### src/rtl/mem_access_unit_if.sv
// Request/response and SRAM bus bundle for mem_access_unit.
// slave: the access unit; master: sequence controller plus SRAM.
interface mem_access_unit_if;
  localparam int unsigned DW = 32;
  localparam int unsigned AW = 32;
  localparam int unsigned SW = 30;

  logic          MEM_OE;
  logic          MEM_WS;
  logic [1:0]    ACC_SIZE;
  logic          ACC_UNSIGNED;
  logic [AW-1:0] ADDR;
  logic [DW-1:0] WR_DATA;
  logic [DW-1:0] RD_DATA;
  logic          MEM_BUSY;
  logic          MEM_DONE;
  logic          ADDR_ERR;
  logic [SW-1:0] SRAM_ADDR;
  logic          SRAM_CE;
  logic          SRAM_WE;
  logic [DW-1:0] SRAM_WDATA;
  logic [DW-1:0] SRAM_RDATA;

  modport slave (
    input  MEM_OE, MEM_WS, ACC_SIZE, ACC_UNSIGNED, ADDR, WR_DATA, SRAM_RDATA,
    output RD_DATA, MEM_BUSY, MEM_DONE, ADDR_ERR, SRAM_ADDR, SRAM_CE, SRAM_WE, SRAM_WDATA
  );

  modport master (
    output MEM_OE, MEM_WS, ACC_SIZE, ACC_UNSIGNED, ADDR, WR_DATA, SRAM_RDATA,
    input  RD_DATA, MEM_BUSY, MEM_DONE, ADDR_ERR, SRAM_ADDR, SRAM_CE, SRAM_WE, SRAM_WDATA
  );
endinterface

### src/rtl/mem_access_unit.sv
// Big-endian load/store unit over a single-port synchronous SRAM; sub-word stores use read-modify-write.
// Define MISALIGN_EXC_EN to raise ADDR_ERR on misaligned accesses instead of masking the low address bits.
module mem_access_unit (
  input  logic               CLK,
  input  logic               RST,
  mem_access_unit_if.slave   bus
);
  localparam int unsigned DW = 32;

  typedef enum logic [2:0] {IDLE, READ, RMW_RD, RMW_WR, WRITE, DONE} state_t;

  state_t        state_q, state_d;
  logic          load_c;
  logic          req_c, wr_req_c, req_word_c, req_half_c, bad_c;
  logic [DW-1:0] addr_lat_c;

  logic [DW-1:0] addr_q, wr_q, rd_q;
  logic [1:0]    size_q;
  logic          uns_q, is_rd_q, err_q;
  logic          busy_q, done_q, ce_q, we_q;

  logic [4:0]    sh_c;
  logic [DW-1:0] lane_c, ld_c, mask_c, merge_c, wdata_c;

  assign req_c      = bus.MEM_OE | bus.MEM_WS;
  assign wr_req_c   = bus.MEM_WS;
  assign req_word_c = (bus.ACC_SIZE == 2'b00) || (bus.ACC_SIZE == 2'b11);
  assign req_half_c = (bus.ACC_SIZE == 2'b01);

`ifdef MISALIGN_EXC_EN
  assign bad_c      = (req_word_c && (bus.ADDR[1:0] != 2'b00)) || (req_half_c && bus.ADDR[0]);
  assign addr_lat_c = bus.ADDR;
`else
  assign bad_c = 1'b0;
  // Misaligned low bits are silently dropped so the access lands on its natural boundary
  always_comb begin
    addr_lat_c = bus.ADDR;
    if (req_word_c)      addr_lat_c[1:0] = 2'b00;
    else if (req_half_c) addr_lat_c[0]   = 1'b0;
  end
`endif

  // Next-state decode
  always_comb begin
    state_d = state_q;
    load_c  = 1'b0;
    case (state_q)
      IDLE: begin
        if (req_c) begin
          load_c = 1'b1;
          if (bad_c)         state_d = DONE;
          else if (!wr_req_c) state_d = READ;
          else if (req_word_c) state_d = WRITE;
          else               state_d = RMW_RD;
        end
      end
      READ:    state_d = DONE;
      WRITE:   state_d = DONE;
      RMW_RD:  state_d = RMW_WR;
      RMW_WR:  state_d = DONE;
      DONE:    state_d = IDLE;
      default: state_d = IDLE;
    endcase
  end

  always_ff @(posedge CLK or negedge RST) begin
    if (!RST) state_q <= IDLE;
    else      state_q <= state_d;
  end

  // Lane select / sign extension for loads and lane merge for sub-word stores
  always_comb begin
    case (size_q)
      2'b10:   sh_c = {~addr_q[1:0], 3'b000};
      2'b01:   sh_c = {~addr_q[1], 4'b0000};
      default: sh_c = 5'd0;
    endcase
    lane_c = bus.SRAM_RDATA >> sh_c;
    case (size_q)
      2'b10:   ld_c = uns_q ? {24'd0, lane_c[7:0]}  : {{24{lane_c[7]}},  lane_c[7:0]};
      2'b01:   ld_c = uns_q ? {16'd0, lane_c[15:0]} : {{16{lane_c[15]}}, lane_c[15:0]};
      default: ld_c = lane_c;
    endcase
    mask_c  = (size_q == 2'b10) ? 32'h0000_00FF : 32'h0000_FFFF;
    merge_c = (bus.SRAM_RDATA & ~(mask_c << sh_c)) | ((wr_q & mask_c) << sh_c);
    wdata_c = '0;
    if (state_q == WRITE)       wdata_c = wr_q;
    else if (state_q == RMW_WR) wdata_c = merge_c;
  end

  // Request latch and registered outputs
  always_ff @(posedge CLK or negedge RST) begin
    if (!RST) begin
      addr_q  <= '0;
      wr_q    <= '0;
      size_q  <= 2'b00;
      uns_q   <= 1'b0;
      is_rd_q <= 1'b0;
      err_q   <= 1'b0;
      rd_q    <= '0;
      busy_q  <= 1'b0;
      done_q  <= 1'b0;
      ce_q    <= 1'b0;
      we_q    <= 1'b0;
    end else begin
      if (load_c) begin
        addr_q  <= addr_lat_c;
        wr_q    <= bus.WR_DATA;
        size_q  <= bus.ACC_SIZE;
        uns_q   <= bus.ACC_UNSIGNED;
        is_rd_q <= ~wr_req_c;
        err_q   <= bad_c;
      end
      if ((state_q == DONE) && is_rd_q && !err_q) rd_q <= ld_c;
      busy_q <= (state_d != IDLE);
      done_q <= (state_q == DONE);
      ce_q   <= (state_d == READ) || (state_d == WRITE) || (state_d == RMW_RD) || (state_d == RMW_WR);
      we_q   <= (state_d == WRITE) || (state_d == RMW_WR);
    end
  end

`ifdef MISALIGN_EXC_EN
  logic aerr_q;
  always_ff @(posedge CLK or negedge RST) begin
    if (!RST) aerr_q <= 1'b0;
    else      aerr_q <= (state_q == DONE) && err_q;
  end
  assign bus.ADDR_ERR = aerr_q;
`else
  assign bus.ADDR_ERR = 1'b0;
`endif

  // Merged RMW word depends on the SRAM word returned in the RMW_WR cycle itself
  assign bus.SRAM_WDATA = wdata_c;
  assign bus.SRAM_ADDR  = addr_q[31:2];
  assign bus.SRAM_CE    = ce_q;
  assign bus.SRAM_WE    = we_q;
  assign bus.RD_DATA    = rd_q;
  assign bus.MEM_BUSY   = busy_q;
  assign bus.MEM_DONE   = done_q;
endmodule

### src/flat_wrapper.sv
// flat-port wrapper written by rule: the top's interface ports become plain ports
module mem_access_unit_flat 
  (CLK, RST, bus_MEM_OE, bus_MEM_WS, bus_ACC_SIZE, bus_ACC_UNSIGNED, bus_ADDR, bus_WR_DATA, bus_SRAM_RDATA, bus_RD_DATA, bus_MEM_BUSY, bus_MEM_DONE, bus_ADDR_ERR, bus_SRAM_ADDR, bus_SRAM_CE, bus_SRAM_WE, bus_SRAM_WDATA);
  mem_access_unit_if bus_i ();
  input  logic CLK;
  input  logic RST;
  input wire logic [$bits(bus_i.MEM_OE)-1:0] bus_MEM_OE;
  input wire logic [$bits(bus_i.MEM_WS)-1:0] bus_MEM_WS;
  input wire logic [$bits(bus_i.ACC_SIZE)-1:0] bus_ACC_SIZE;
  input wire logic [$bits(bus_i.ACC_UNSIGNED)-1:0] bus_ACC_UNSIGNED;
  input wire logic [$bits(bus_i.ADDR)-1:0] bus_ADDR;
  input wire logic [$bits(bus_i.WR_DATA)-1:0] bus_WR_DATA;
  input wire logic [$bits(bus_i.SRAM_RDATA)-1:0] bus_SRAM_RDATA;
  output wire logic [$bits(bus_i.RD_DATA)-1:0] bus_RD_DATA;
  output wire logic [$bits(bus_i.MEM_BUSY)-1:0] bus_MEM_BUSY;
  output wire logic [$bits(bus_i.MEM_DONE)-1:0] bus_MEM_DONE;
  output wire logic [$bits(bus_i.ADDR_ERR)-1:0] bus_ADDR_ERR;
  output wire logic [$bits(bus_i.SRAM_ADDR)-1:0] bus_SRAM_ADDR;
  output wire logic [$bits(bus_i.SRAM_CE)-1:0] bus_SRAM_CE;
  output wire logic [$bits(bus_i.SRAM_WE)-1:0] bus_SRAM_WE;
  output wire logic [$bits(bus_i.SRAM_WDATA)-1:0] bus_SRAM_WDATA;
  assign bus_i.MEM_OE = bus_MEM_OE;
  assign bus_i.MEM_WS = bus_MEM_WS;
  assign bus_i.ACC_SIZE = bus_ACC_SIZE;
  assign bus_i.ACC_UNSIGNED = bus_ACC_UNSIGNED;
  assign bus_i.ADDR = bus_ADDR;
  assign bus_i.WR_DATA = bus_WR_DATA;
  assign bus_i.SRAM_RDATA = bus_SRAM_RDATA;
  assign bus_RD_DATA = bus_i.RD_DATA;
  assign bus_MEM_BUSY = bus_i.MEM_BUSY;
  assign bus_MEM_DONE = bus_i.MEM_DONE;
  assign bus_ADDR_ERR = bus_i.ADDR_ERR;
  assign bus_SRAM_ADDR = bus_i.SRAM_ADDR;
  assign bus_SRAM_CE = bus_i.SRAM_CE;
  assign bus_SRAM_WE = bus_i.SRAM_WE;
  assign bus_SRAM_WDATA = bus_i.SRAM_WDATA;
  mem_access_unit u_core (.CLK(CLK), .RST(RST), .bus(bus_i));
endmodule
### config.mk
export PLATFORM = sky130hd
export DESIGN_NAME = mem_access_unit_flat
export DESIGN_NICKNAME = d
export VERILOG_FILES = /design/src/rtl/mem_access_unit_if.sv /design/src/rtl/mem_access_unit.sv /design/src/flat_wrapper.sv
export SDC_FILE = /design/constraint.sdc
export NUM_CORES = 1
export LEC_CHECK = 0
export ABC_AREA = 1
export ABC_CLOCK_PERIOD_IN_PS = 2770
export BUFFER_PORTS_ARGS = -buffer_cell sky130_fd_sc_hd__buf_2
export CELL_PAD_IN_SITES_DETAIL_PLACEMENT = 2
export CELL_PAD_IN_SITES_GLOBAL_PLACEMENT = 2
export CORE_MARGIN = 2
export CORE_UTILIZATION = 25
export DETAILED_ROUTE_END_ITERATION = 10
export PLACE_DENSITY = 0.73
export RECOVER_POWER = 50
export SLEW_MARGIN = 10
export SYNTH_ARGS = -nofsm -noshare
export SYNTH_HDL_FRONTEND = slang
export SYNTH_SLANG_ARGS = --single-unit
### constraint.sdc
create_clock -name CLK -period 2.77 [get_ports CLK]
set_input_delay 0.277 -clock CLK [delete_from_list [all_inputs] [get_ports CLK]]
set_output_delay 0.277 -clock CLK [all_outputs]
set_load 0.02 [all_outputs]
Yosys cells after proc, flatten, opt, wreduce, memory -nomap -nowiden

Index checks and enable logic that the tools add are counted.

Register bits after elaboration: 107
Latch bits: 0
Bits in writable memories: 0
ROM bits: 0
Input bits: 103
Output and inout bits: 99
Logic and storage cells: 61
Memories: 0

Add/subtract/negate cells: 0
$mul: 0
Div/mod/pow operators: 0
$lt $le $gt $ge: 0
Equal/unequal tests: 13
Shifts and indexed selects: 3
Mux-type cells: 16
Bitwise operators: 8
Reductions and logical operators: 10

Operator list:

| cell                                                            | count |
|---|---|
| 32-bit 2-to-1 mux                                               | 4 |
| 32-bit bitwise AND                                              | 2 |
| 32-bit case mux with 2 select lines                             | 1 |
| 32-bit by 5-bit << shifter with 32-bit output                   | 2 |
| 32-bit NOT                                                      | 1 |
| 32-bit bitwise OR                                               | 1 |
| 32-bit by 5-bit right shift with 32-bit output                  | 1 |
| 16-bit 2-to-1 mux                                               | 1 |
| 3-bit by 2-bit == test with 1-bit output, second input constant | 4 |
| 5-bit case mux with 2 select lines                              | 1 |
| 3-bit == test, second input constant                            | 3 |
| 3-bit 2-to-1 mux                                                | 3 |
| 3-bit case mux with 3 select lines                              | 1 |
| 3-bit by 1-bit == test with 1-bit output, second input constant | 2 |
| 1-bit logical OR                                                | 5 |
| 1-bit 2-to-1 mux                                                | 5 |
| 2-bit by 1-bit == test with 1-bit output, second input constant | 2 |
| 2-bit == test, second input constant                            | 2 |
| 3-bit zero test                                                 | 1 |
| 3-bit nonzero test                                              | 1 |
| 3-bit OR reduction                                              | 1 |
| 2-bit zero test                                                 | 1 |
| 1-bit NOT                                                       | 2 |
| 2-bit NOT                                                       | 1 |
| 2 further kinds                                                 | 2 |

Longest topological paths before layout

Gate-level depths: netlist of run 1.

Depth in word-level cells: 10
Depth in mapped cells: 12
Gate-level depth less buffers: 10

Worst setup path after synthesis of run 1

No wires, ideal clock.

Kind: reg-to-output
Start: reg u_core.size_q[0]
End: out bus_SRAM_WDATA[0]
Data arrival time: 1.854 ns
Data required time: 2.493 ns
Path slack: 0.639 ns
Stages on the path, launching flop included: 10
Buffers on the path: 1
Path through: dfrtp_1 > inv_1 > ha_1 > buf_2 > nor2_1 > nand2_2 > nand2_1 > o21bai_1 > inv_1 > o21ai_0

Cells in the longest elaborated chain, start to end: 8
Elaborated cells on any way between the ends: 12
Classes of those cells: 2 x eq/ne; 2 x shift; 4 x mux; 4 x bitwise

RTL lines:

| what                                                                             | RTL line                                     | source |
|---|---|---|
| start: declaration                                                               | mem_access_unit.sv:18                        | `logic [1:0] size_q;` |
| start signal: assignment                                                         | mem_access_unit.sv:109                       | `size_q <= bus.ACC_SIZE;` |
| 2-bit by 1-bit == test with 1-bit output / 2-bit == test (equally long branches) | mem_access_unit.sv:73, mem_access_unit.sv:84 |  |
| 5-bit case mux with 2 select lines / 16-bit 2-to-1 mux (equally long branches)   | mem_access_unit.sv:73, mem_access_unit.sv:84 |  |
| 32-bit by 5-bit << shifter with 32-bit output                                    | mem_access_unit.sv:85                        | `merge_c = (bus.SRAM_RDATA & ~(mask_c << sh_c)) \| ((wr_q & mask_c) << sh_c);` |
| 32-bit NOT                                                                       | mem_access_unit.sv:85                        |  |
| 32-bit bitwise AND                                                               | mem_access_unit.sv:85                        |  |
| 32-bit bitwise OR (*)                                                            | mem_access_unit.sv:85                        |  |
| 32-bit 2-to-1 mux (*)                                                            | mem_access_unit.sv:88                        | `else if (state_q == RMW_WR) wdata_c = merge_c;` |
| 32-bit 2-to-1 mux (*)                                                            | mem_access_unit.sv:87                        | `if (state_q == WRITE) wdata_c = wr_q;` |
| end: declaration                                                                 | flat_wrapper.sv:21                           | `output wire logic [$bits(bus_i.SRAM_WDATA)-1:0] bus_SRAM_WDATA;` |

Every way passes the cells marked *; elsewhere a longest branch is shown, timed or not.

Worst setup path in the final report of run 1

Start: reg u_core.size_q[0]
End: out bus_SRAM_WDATA[9]

The elaborated chain is that of the path after synthesis.

==> results of run 1 <==
==> kinds of logic (layout without fill, tap and decap cells) <==
family / Yosys count / count (layout) / share of synthesized area (%)
adders and majority gates: 3 / 3 / 0.618
DFF: 107 / 107 / 44.1
other: 1 / 3 / 0.0617
buffers and inverters: 150 / 313 / 12.5
AOI/OAI and AO/OA: 103 / 103 / 8.73
and+or+nand+nor: 491 / 491 / 34.0
==> flip-flops by register name, indices dropped and copies added, names as in the netlist <==
name / flops
u_core.addr_q: 32
u_core.uns_q: 1
u_core.bus.SRAM_CE: 1
u_core.wr_q: 32
u_core.bus.RD_DATA: 32
u_core.bus.MEM_DONE: 1
u_core.state_q: 3
u_core.bus.MEM_BUSY: 1
u_core.size_q: 2
u_core.is_rd_q: 1
u_core.bus.SRAM_WE: 1
==> final timing paths <==
kind	endpoint	slack [ns]	cells after the start
worst max-delay path	bus_SRAM_WDATA[9]	0.13	10
min in group asynchronous	u_core.addr_q[11]$_DFFE_PN0P_	0.64	2
worst min register to register	u_core.addr_q[16]$_DFFE_PN0P_	0.48	2
worst min-delay path	u_core.addr_q[5]$_DFFE_PN0P_	0.10	3
max in group asynchronous	u_core.state_q[2]$_DFF_PN0_	0.43	3
worst max register to register	u_core.bus.RD_DATA[15]$_DFFE_PN0P_	0.43	11
==> metal layers <==
layer,track usage (%),vias up,routed length [um]
met5,0,-,0
met4,4.46,0,338
met3,5.64,18,1520
met2,32.2,146,11300
met1,22.0,2904,9850
li1,-,2937,-
==> tightest hold or removal path, cell delays in order <==
cell     delay, ns
buf_2         0.07
nand2_1       0.04
nand2_1       0.05
==> stage by stage <==
step	TNS (ns)	worst slack, ns
final	0	0.134
after global routing	-0.0269	-0.0228
after CTS	0	0.00383
after detailed placement	0	0.406
after global placement	0	0.423
after floorplan	0	0.639
==> repair_timing <==
action | 4_1_cts | 5_1_grt
resized for setup | 2 | 10
hold buffers | 1 | 0
buffers inserted | 0 | 2
endpoints found under the hold margin | 41 | 0
pin swaps | 0 | 1
setup endpoints to repair | 2 | 31
==> where the power goes <==
| group | total [mW] | switching (mW) | internal, mW |
|---|---|---|---|
| clock network | 1.35 | 0.707 | 0.644 |
| registers | 2.79 | 0.448 | 2.34 |
| logic | 5.25 | 3.69 | 1.56 |
==> cells in the final DEF, fill, tap and decap left out, drive strengths merged, types with 8 or more instances in the layout <==
| cell | n |
|---|---|
| or2 | 25 |
| dfrtp | 107 |
| a21oi | 18 |
| inv | 81 |
| nand3 | 61 |
| nor2 | 37 |
| buf | 155 |
| clkbuf | 75 |
| a31oi | 8 |
| nand2 | 362 |
| o21ai | 75 |
==> layout make-up <==
cell class,instances,area (um2),area share [%]
flip-flops and latches,107,2680,36.1
multi-input cells,598,2650,35.8
repair buffers,221,1090,14.7
well taps,324,405,5.47
inverters,76,288,3.88
clock buffers,10,229,3.09
clock inverters,6,65.1,0.877
diodes,2,5.00,0.0675
==> summary.md, run 1 <==
| Metric | Value |
|---|---|
| Layout Cells excl Fill | 1344 |
| Worst Skew | 0.0126 ns |
| X dimension of the die | 160 um |
| Area growth from synthesis to layout | 22.0% |
| Yosys top cell by area | dfrtp_1 |
| Slew headroom | about 26% |
| Initial antenna violation count | 2 |
| GP Congestion | 0.823 |
| Port bufs | 200 |
| Clk buf depth | 2 |
| Vias after detailed routing | 6005 |
| Largest stage delay, worst path | 0.37 ns |
| Crit. End Element | output port |
| Routed length per instance | 17.2 um |
| Num rows | 57 |
| Layout fillers | 3022 |
| Family with the most delay on the worst path | simple AND/OR/NAND/NOR gates |
| GR Overflow Total | 0 |
| Cells after synthesis | roughly 860 |
| Crit-path slowest cell | a21oi_1 |
| Yosys warning count | 0 |
| # DRC | 0 |
| Worst skew pair latency | 0.37 ns |
| Required @ worst endpoint | between 2 and 2.5 ns |
| Number of vias per cell | 4.47 |
| Post-route cell area | 7410 um2 |
| Largest cells by area after synthesis | dfrtp_1 (44%), nand2_1 (22%), o21ai_0 (6.0%) |
| Worst Path Buf+Inv | 3 |
| Largest net degree at the start of global routing | 78 |
| DP HPWL | 18100 um |
| Total GRT Usage | 18.4% |
| Number of global-route vias before repair | 6508 |
| Top-area cell type share of the netlist area | 44.1% |
| Routed Antenna Nets | 0 |
| Final min period | 2.64 ns |
| Count of final setup violators | 0 |
| Maximum fanout along the worst path | 6 |
| Sequential-to-total area share from yosys stat | 44.1% |
| Post-layout util | between 30% and 40% |
| Worst min-delay path category | in -> reg |
| FFs w/ async S/R, synth | 100% |
| Register bit count reported by yosys | approximately 110 |
| Final hold violation count | 0 |
| Slew Viols, Final | 0 |
| Post-synth top cells | nand2_1 (360), dfrtp_1 (107), o21ai_0 (73) |
| Hold Crit Start | bus_ADDR[5] |
| Worst Tran Pin Value | about 1.1 ns |
| Startpoint types | flip-flop |
| WP data arrival | 2.36 ns |
| Final nets | about 1.1k |
| Die Y | 160 um |
| RSZ-0062 raised after global routing | true |
| Num ports | 202 |
| TritonCTS clock tree | yes |
| Clock Pin Slew Worst Setup and Hold Paths | 0.09 ns |
| Root buf cell | clkbuf_16 |
| Drt total wl | 23100 um |
| CTS Buf Count | 9 |
| Most used cell, CP | nand2_1 |
| Core area | 24100 um2 |
| Top-count cell post-synth | nand2_1 |
| WHS | roughly 0.10 ns |
| H-Tree Depth | 3 |
| Highest clock rate | 379 MHz |
| Max rail drop VDD | 427 uV |
| PD cells | 1270 nW/um2 |
| CP cell instances | inv_1 -> ha_1 -> nor2_1 -> nor2_4 -> a21oi_1 -> buf_4 -> o21ai_0 -> nand2_1 -> nand2_1 -> buf_2 |
| Distinct cells, synth | 31 |
| Critical path type | reg -> out |
| Dpl cell area | roughly 7200 um2 |
| Initial DRT Pass Iterations | 4 |
| Placed insts | 1323 |
| Post-synth net total | 961 |
| Layout cell share with drive strength beyond 1 | 20.7% |
| Status | complete, no violations |
| Static leakage | 4.05 nW |
| Iter 0 DRT Violations | 200 |
| Max-cap violation count | 0 |
| Post-synth EDFFs | 0 |
| Average size of a mapped cell | 7.11 um2 |
| First-pass GRT wire length | 36800 um |
| Clock sink count | 107 |
| Period utilization | 95.2% |
| Initial Util | between 20% and 30% |
| Reg-to-reg startpoint | u_core.size_q[0]$_DFFE_PN0P_ |
| Pwr Total | ~9.4 mW |
| Critical path launch point | u_core.size_q[0]$_DFFE_PN0P_ |
| Mapped Area | 6080 um2 |
| Top_reg_cell synth | dfrtp_1 |
| Die ar. | 25600 um2 |
Note: power is estimated with default switching activity, not from simulation.
==> run 2, diff against run 1 <==
--- a/config.mk
+++ b/config.mk
@@ -6,7 +6,7 @@
 export NUM_CORES = 1
 export LEC_CHECK = 0
 export ABC_AREA = 1
-export ABC_CLOCK_PERIOD_IN_PS = 2770
+export ABC_CLOCK_PERIOD_IN_PS = 2800
 export BUFFER_PORTS_ARGS = -buffer_cell sky130_fd_sc_hd__buf_2
 export CELL_PAD_IN_SITES_DETAIL_PLACEMENT = 2
 export CELL_PAD_IN_SITES_GLOBAL_PLACEMENT = 2
==> constraint.sdc (replaced) <==
create_clock -name CLK -period 2.8 [get_ports CLK]
set_input_delay 0.28 -clock CLK [delete_from_list [all_inputs] [get_ports CLK]]
set_output_delay 0.28 -clock CLK [all_outputs]
set_load 0.02 [all_outputs]
==> summary.md, run 2 (synthesis gave the netlist of run 1 again) <==
| Metric | Value |
|---|---|
| Pre-CTS setup slack | 0.342 ns (-0.0646 ns) |
| Crit. End Element | output port |
| Routed length per instance | 17.5 um (+1.7%) |
| Period utilization | approximately 94% |
| Die Y | 160 um (unchanged) |
| GP Congestion | 0.852 (+3.5%) |
| Post-layout util | 30.7% (-0.052 points) |
| Max rail drop VDD | 391 uV (-8.5%) |
| # DRC | 0 (unchanged) |
| Drt total wl | 23400 um (+1.7%) |
| Worst Tran Pin Value | 2.08 ns (+0.963 ns) |
| Initial antenna violation count | 2 (unchanged) |
| Num rows | 57 (unchanged) |
| Worst reg-to-reg setup slack | 0.61 ns (+0.18 ns) |
| Port bufs | 200 (unchanged) |
| CTS Buf Count | 9 (unchanged) |
| Startpoint types | flip-flop |
| Count of final setup violators | 0 (unchanged) |
| Clock Pin Slew Worst Setup and Hold Paths | 0.09 ns (about the same) |
| Most frequent cells in the layout | nand2_1 (359), buf_2 (134), dfrtp_1 (107) |
| Slew headroom | -38.7% (-64 points) |
| TNS Setup | 0 ns (unchanged) |
| Maximum fanout along the worst path | 16 (+10) |
| Worst Skew | 0.00891 ns (-0.00371 ns) |
| Num ports | 202 (unchanged) |
| Area growth from synthesis to layout | 21.8% |
| Hold EP | u_core.addr_q[29]$_DFFE_PN0P_ |
| Routed Antenna Nets | 0 (unchanged) |
| Initial Util | 25.2% (unchanged) |
| Core area | 24100 um2 (unchanged) |
| Initial DRT Pass Iterations | 5 (+1) |
| Final min period | 2.62 ns |
| Layout cell share with drive strength beyond 1 | 20.6% (-0.098 points) |
| RSZ-0062 raised after global routing | false |
| Slew Viols, Final | 32 (+32) |
| Critical path type | reg -> out |
| GR Overflow Total | 0 (unchanged) |
| Most common cell after layout, fill and taps aside | nand2_1 |
| Vias after detailed routing | 6012 (+0.12%) |
| Worst reg-to-reg path cell count | 11 (unchanged) |
| H-Tree Depth | 3 (unchanged) |
| Iter 0 DRT Violations | 253 (+27%) |
| Total GRT Usage | 18.7% (+0.32 points) |
| Die ar. | 25600 um2 (unchanged) |
| Largest net degree at the start of global routing | 56 (-28%) |
| TritonCTS clock tree | yes |
| Worst skew pair latency | 0.37 ns (about the same) |
| Static leakage | 4.03 nW (-0.41%) |
| Max-cap violation count | 1 (+1) |
| Hold Crit Start | bus_ADDR[29] |
| Clock sink count | 107 (unchanged) |
| Dpl cell area | 7170 um2 (about the same) |
| Final hold violation count | 0 (unchanged) |
| Reg-to-reg startpoint | u_core.size_q[0]$_DFFE_PN0P_ |
| Post-CTS Repair Setup Buffers | 0 (unchanged) |
| Reg2reg end | u_core.bus.RD_DATA[23]$_DFFE_PN0P_ |
| PD cells | 1250 nW/um2 (-1.1%) |
| First-pass GRT wire length | 37300 um (+1.3%) |
| WP data arrival | 2.34 ns (-0.02 ns) |
| Final setup margin | 0.182 ns (+0.0483 ns) |
| Highest clock rate | between 300 and 400 MHz |
| Final nets | 1119 (unchanged) |
| Status | finished with violations |
| Post-route cell area | 7400 um2 (-0.17%) |
| Required @ worst endpoint | 2.52 ns (+0.03 ns) |
| Failing checks | capacitance limit, slew limit |
| Layout fillers | 3033 (+0.36%) |
| X dimension of the die | 160 um (unchanged) |
| Worst Hold Path Cells | 3 (unchanged) |
| Layout Cells excl Fill | 1343 (-0.074%) |
| DP HPWL | 18500 um (+1.8%) |
| Placed insts | 1325 (+0.15%) |
| Number of global-route vias before repair | 6508 (unchanged) |
| Root buf cell | clkbuf_16 |
| Worst min-delay path category | in -> reg |
| Number of vias per cell | 4.48 (+0.19%) |
| Clk buf depth | 2 (unchanged) |
[run 2: per-layer routing]
layer	vias to the layer above	wire, um	global-route usage, %
li1	2932	-	-
met1	2905	9930	22.6
met2	152	11700	33.1
met3	21	1500	5.17
met4	2	318	4.34
met5	-	13	0
[run 2: per-stage QoR]
step / power, mW / hold WS (ns)
CTS: 9.56 / 0.0967
finish: 9.27 / 0.108
detailed placement: 8.16 / 0.277
global route: 10.2 / 0.106
global placement: 7.95 / 0.274
floorplan: 6.55 / -0.0156
[run 2: where the power goes]
group | switching (mW) | leakage (nW) | total [mW] | internal, mW
clock | 0.688 | 0.145 | 1.32 | 0.637
sequential | 0.459 | 1.30 | 2.77 | 2.32
combinational | 3.65 | 2.59 | 5.17 | 1.51
[run 2: timing repair]
action / CTS / global route
resized for setup: 1 / 4
hold endpoints to repair: 30 / 0
setup endpoints to repair: 4 / 30
hold buffers: 1 / 0
[run 2: worst max path at each step]
stage                            startpoint                 end  cells after the start
6_report       u_core.size_q[0]$_DFFE_PN0P_  bus_SRAM_WDATA[18]                     10
3_3_place_gp   u_core.size_q[0]$_DFFE_PN0P_  bus_SRAM_WDATA[31]                     10
2_1_floorplan  u_core.size_q[0]$_DFFE_PN0P_   bus_SRAM_WDATA[0]                      9
4_1_cts        u_core.size_q[0]$_DFFE_PN0P_  bus_SRAM_WDATA[14]                      9
5_1_grt        u_core.size_q[0]$_DFFE_PN0P_   bus_SRAM_WDATA[7]                     10
3_5_place_dp   u_core.size_q[0]$_DFFE_PN0P_  bus_SRAM_WDATA[25]                     10
[run 2: area by class of cell]
type,instances,area [um2],share of cell area (%)
multi-input combinational,598,2650,35.8
tap,324,405,5.48
clock inverter,6,65.1,0.879
clock buffer,10,229,3.09
sequential,107,2680,36.2
inverter,76,285,3.85
antenna,1,2.50,0.0338
timing repair buffer,221,1090,14.7
[run 2: worst max-delay path: stages (launching register included)]
cell     delay, ns
dfrtp_1       0.38
inv_1         0.09
ha_2          0.30
inv_2         0.09
nand2_1       0.09
nor2_4        0.12
nand2_2       0.21
a21oi_1       0.27
o21ai_0       0.16
nand2_1       0.10
buf_2         0.16
==> run 3, diff against run 2 <==
--- a/config.mk
+++ b/config.mk
@@ -15,6 +15,7 @@
 export DETAILED_ROUTE_END_ITERATION = 10
 export PLACE_DENSITY = 0.73
 export RECOVER_POWER = 50
+export REMOVE_ABC_BUFFERS = 1
 export SLEW_MARGIN = 10
 export SYNTH_ARGS = -nofsm -noshare
 export SYNTH_HDL_FRONTEND = slang
==> summary.md, run 3 (synthesis gave the netlist of run 1 again) <==
| Metric | Value |
|---|---|
| Most used cell, CP | nand2_1 |
| Slew headroom | 30.5% (+69 points) |
| Clock sink count | 107 (unchanged) |
| Placed insts | 1324 (-0.075%) |
| Worst Path Buf+Inv | 4 (+1) |
| Final nets | 1118 (-0.089%) |
| Area growth from synthesis to layout | 22.2% |
| Worst Skew | 0.0128 ns (+0.00392 ns) |
| Initial antenna violation count | 8 (+6) |
| WHS | 0.103 ns (-0.00514 ns) |
| Crit-path slowest cell | dfrtp_1 |
| GR Overflow Total | 0 (unchanged) |
| First-pass GRT wire length | 36700 um (-1.8%) |
| Critical path type | reg -> out |
| Layout fillers | 3018 (-0.49%) |
| Family with the most delay on the worst path | buffers and inverters |
| Dpl cell area | 7190 um2 (+0.16%) |
| Hold EP | u_core.addr_q[5]$_DFFE_PN0P_ |
| X dimension of the die | 160 um (unchanged) |
| Vias after detailed routing | 6010 (-0.033%) |
| Highest clock rate | 381 MHz (-0.17%) |
| Core area | 24100 um2 (unchanged) |
| Most frequent cells in the layout | nand2_1 (360), buf_2 (133), dfrtp_1 (107) |
| Final hold violation count | 0 (unchanged) |
| Drt total wl | 22700 um (-3.1%) |
| Worst Tran Pin Value | 1.04 ns (-1.04 ns) |
| Area of the multi-input gates | 2670 um2 (+0.95%) |
| Root buf cell | clkbuf_16 |
| Clock Pin Slew Worst Setup and Hold Paths | 0.09 ns (about the same) |
| Reg2reg end | u_core.bus.RD_DATA[18]$_DFFE_PN0P_ |
| DP HPWL | 17500 um (-5.0%) |
| Register area | 2680 um2 (unchanged) |
| Worst min-delay path category | in -> reg |
| Total GRT Usage | 18.1% (-0.55 points) |
| Die ar. | 25600 um2 (unchanged) |
| Largest net degree at the start of global routing | 61 (+8.9%) |
| Num ports | 202 (unchanged) |
| TNS Setup | 0 ns (unchanged) |
| Slew Viols, Final | 0 (-100%) |
| GP Congestion | 0.800 (-6.1%) |
| Post-layout util | 30.8% (+0.10 points) |
| Status | complete, no violations |
| P_int | 4.48 mW (+0.33%) |
| Die Y | 160 um (unchanged) |
| Clk pwr share | 14.0% (-0.3 points) |
| # DRC | 0 (unchanged) |
| Port bufs | 200 (unchanged) |
| Count of final setup violators | 0 (unchanged) |
| Worst reg-to-reg path cell count | 11 (unchanged) |
| PD cells | 1250 nW/um2 (-0.38%) |
| Max-cap violation count | 0 (-1) |
| Worst skew pair latency | 0.37 ns (about the same) |
| Layout cell share with drive strength beyond 1 | 20.7% (+0.12 points) |
| Iter 0 DRT Violations | 212 (-16%) |
| Number of global-route vias before repair | 6508 (unchanged) |
| Layout Cells excl Fill | 1345 (+0.15%) |
| Largest stage delay, worst path | 0.39 ns (about the same) |
| Most common cell after layout, fill and taps aside | nand2_1 |
| Initial DRT Pass Iterations | 4 (-1) |
| RSZ-0062 raised after global routing | true |
| Required @ worst endpoint | 2.52 ns (about the same) |
| Post-route cell area | 7430 um2 (+0.34%) |
| Final min period | 2.62 ns (+0.00446 ns) |
| Worst Hold Path Cells | 3 (unchanged) |
| Reg-to-reg startpoint | u_core.size_q[0]$_DFFE_PN0P_ |
| Initial Util | 25.2% (unchanged) |
| Num rows | 57 (unchanged) |
| Hold Crit Start | bus_ADDR[5] |
| Routed length per instance | 16.9 um (-3.3%) |
| Maximum fanout along the worst path | 32 (+16) |
| Routed Antenna Nets | 0 (unchanged) |
| Combinational Power Share | 56.1% (+0.3 points) |
| H-Tree Depth | 3 (unchanged) |
| Static leakage | 4.02 nW (-0.20%) |
| Crit. End Element | output port |
| Max rail drop VDD | 413 uV (+5.8%) |
| Worst reg-to-reg setup slack | 0.47 ns (-0.14 ns) |
| Sw power | 4.78 mW (-0.39%) |
| Period utilization | 93.7% (+0.16 points) |
| CP cell instances | inv_1 -> ha_1 -> buf_8 -> nand2_1 -> buf_6 -> o21ai_1 -> nand2_1 -> o21ai_0 -> nand2_1 -> nand2_1 -> buf_2 |
| Stages on worst setup path | 11 (+1) |
| Startpoint types | flip-flop |
| TritonCTS clock tree | yes |
| Switching power share of the total | 51.6% (-0.18 points) |
| WP data arrival | 2.34 ns (about the same) |
| Post-CTS Repair Setup Buffers | 0 (unchanged) |
| Number of vias per cell | 4.47 (-0.18%) |
| Sequential power share | 29.9% (about the same) |
| CTS Buf Count | 9 (unchanged) |
| Clk buf depth | 2 (unchanged) |
## run 3: cell types whose count changed in the layout (fill, tap and decap cells not counted), moves of 3 or more
cell,previous run,this run
buf_4,19,14
o21ai_2,0,4
diode_2,1,4
o21ai_0,71,61
o21ai_1,4,10
## run 3: area by class of cell
class	count	share of cell area, %
Sequential cell	107	36.1
Multi-Input combinational cell	598	36.0
Timing Repair Buffer	220	14.7
Tap cell	324	5.46
Inverter	76	3.84
Clock buffer	10	3.08
Clock inverter	6	0.809
Antenna cell	4	0.135
## run 3: stage by stage
stage / worst slack, ns / power, mW
2_1_floorplan: -0.317 / 6.02
3_3_place_gp: 0.248 / 7.93
3_5_place_dp: 0.265 / 8.14
4_1_cts: 0.0123 / 9.51
5_1_grt: -0.0262 / 10.2
6_report: 0.177 / 9.26
## run 3: timing repair
item	CTS	global route
hold buffers	1	0
resized for setup	5	17
endpoints found under the setup margin	13	24
endpoints found under the hold margin	36	0
## run 3: metal layers
| metal | share of wire (%) | global-route usage, % | wire [um] |
|---|---|---|---|
| met5 | 0.23 | 0 | 52 |
| met4 | 1.2 | 3.56 | 274 |
| met3 | 5.2 | 5.09 | 1190 |
| met2 | 49 | 32.0 | 11200 |
| met1 | 44 | 22.2 | 9980 |
## run 3: power groups by stage
| stage | Clock (mW) | Sequential [mW] | Combinational, mW |
|---|---|---|---|
| floorplan | 0 | 3.28 | 2.74 |
| global placement | 0 | 2.76 | 5.17 |
| detailed placement | 0 | 2.79 | 5.36 |
| CTS | 1.35 | 2.77 | 5.39 |
| global route | 1.40 | 2.89 | 5.87 |
| finish | 1.29 | 2.77 | 5.20 |
## run 3: worst max path at each step
stage | slack [ns] | start | to
6_report | 0.18 | u_core.size_q[0]$_DFFE_PN0P_ | bus_SRAM_WDATA[29]
5_1_grt | -0.03 | u_core.size_q[0]$_DFFE_PN0P_ | bus_SRAM_WDATA[25]
4_1_cts | 0.01 | u_core.size_q[0]$_DFFE_PN0P_ | bus_SRAM_WDATA[31]
3_5_place_dp | 0.26 | u_core.size_q[0]$_DFFE_PN0P_ | bus_SRAM_WDATA[25]
3_3_place_gp | 0.25 | u_core.size_q[0]$_DFFE_PN0P_ | bus_SRAM_WDATA[31]
2_1_floorplan | -0.32 | u_core.size_q[0]$_DFFE_PN0P_ | bus_SRAM_WDATA[0]
## run 3: worst reg2reg max path, delay by kind of cell, from the launching register on
kind / cells / cell delay, ns
and+or+nand+nor: 6 / 1.03
DFF: 1 / 0.36
adders and majority gates: 1 / 0.33
buffers and inverters: 4 / 0.50
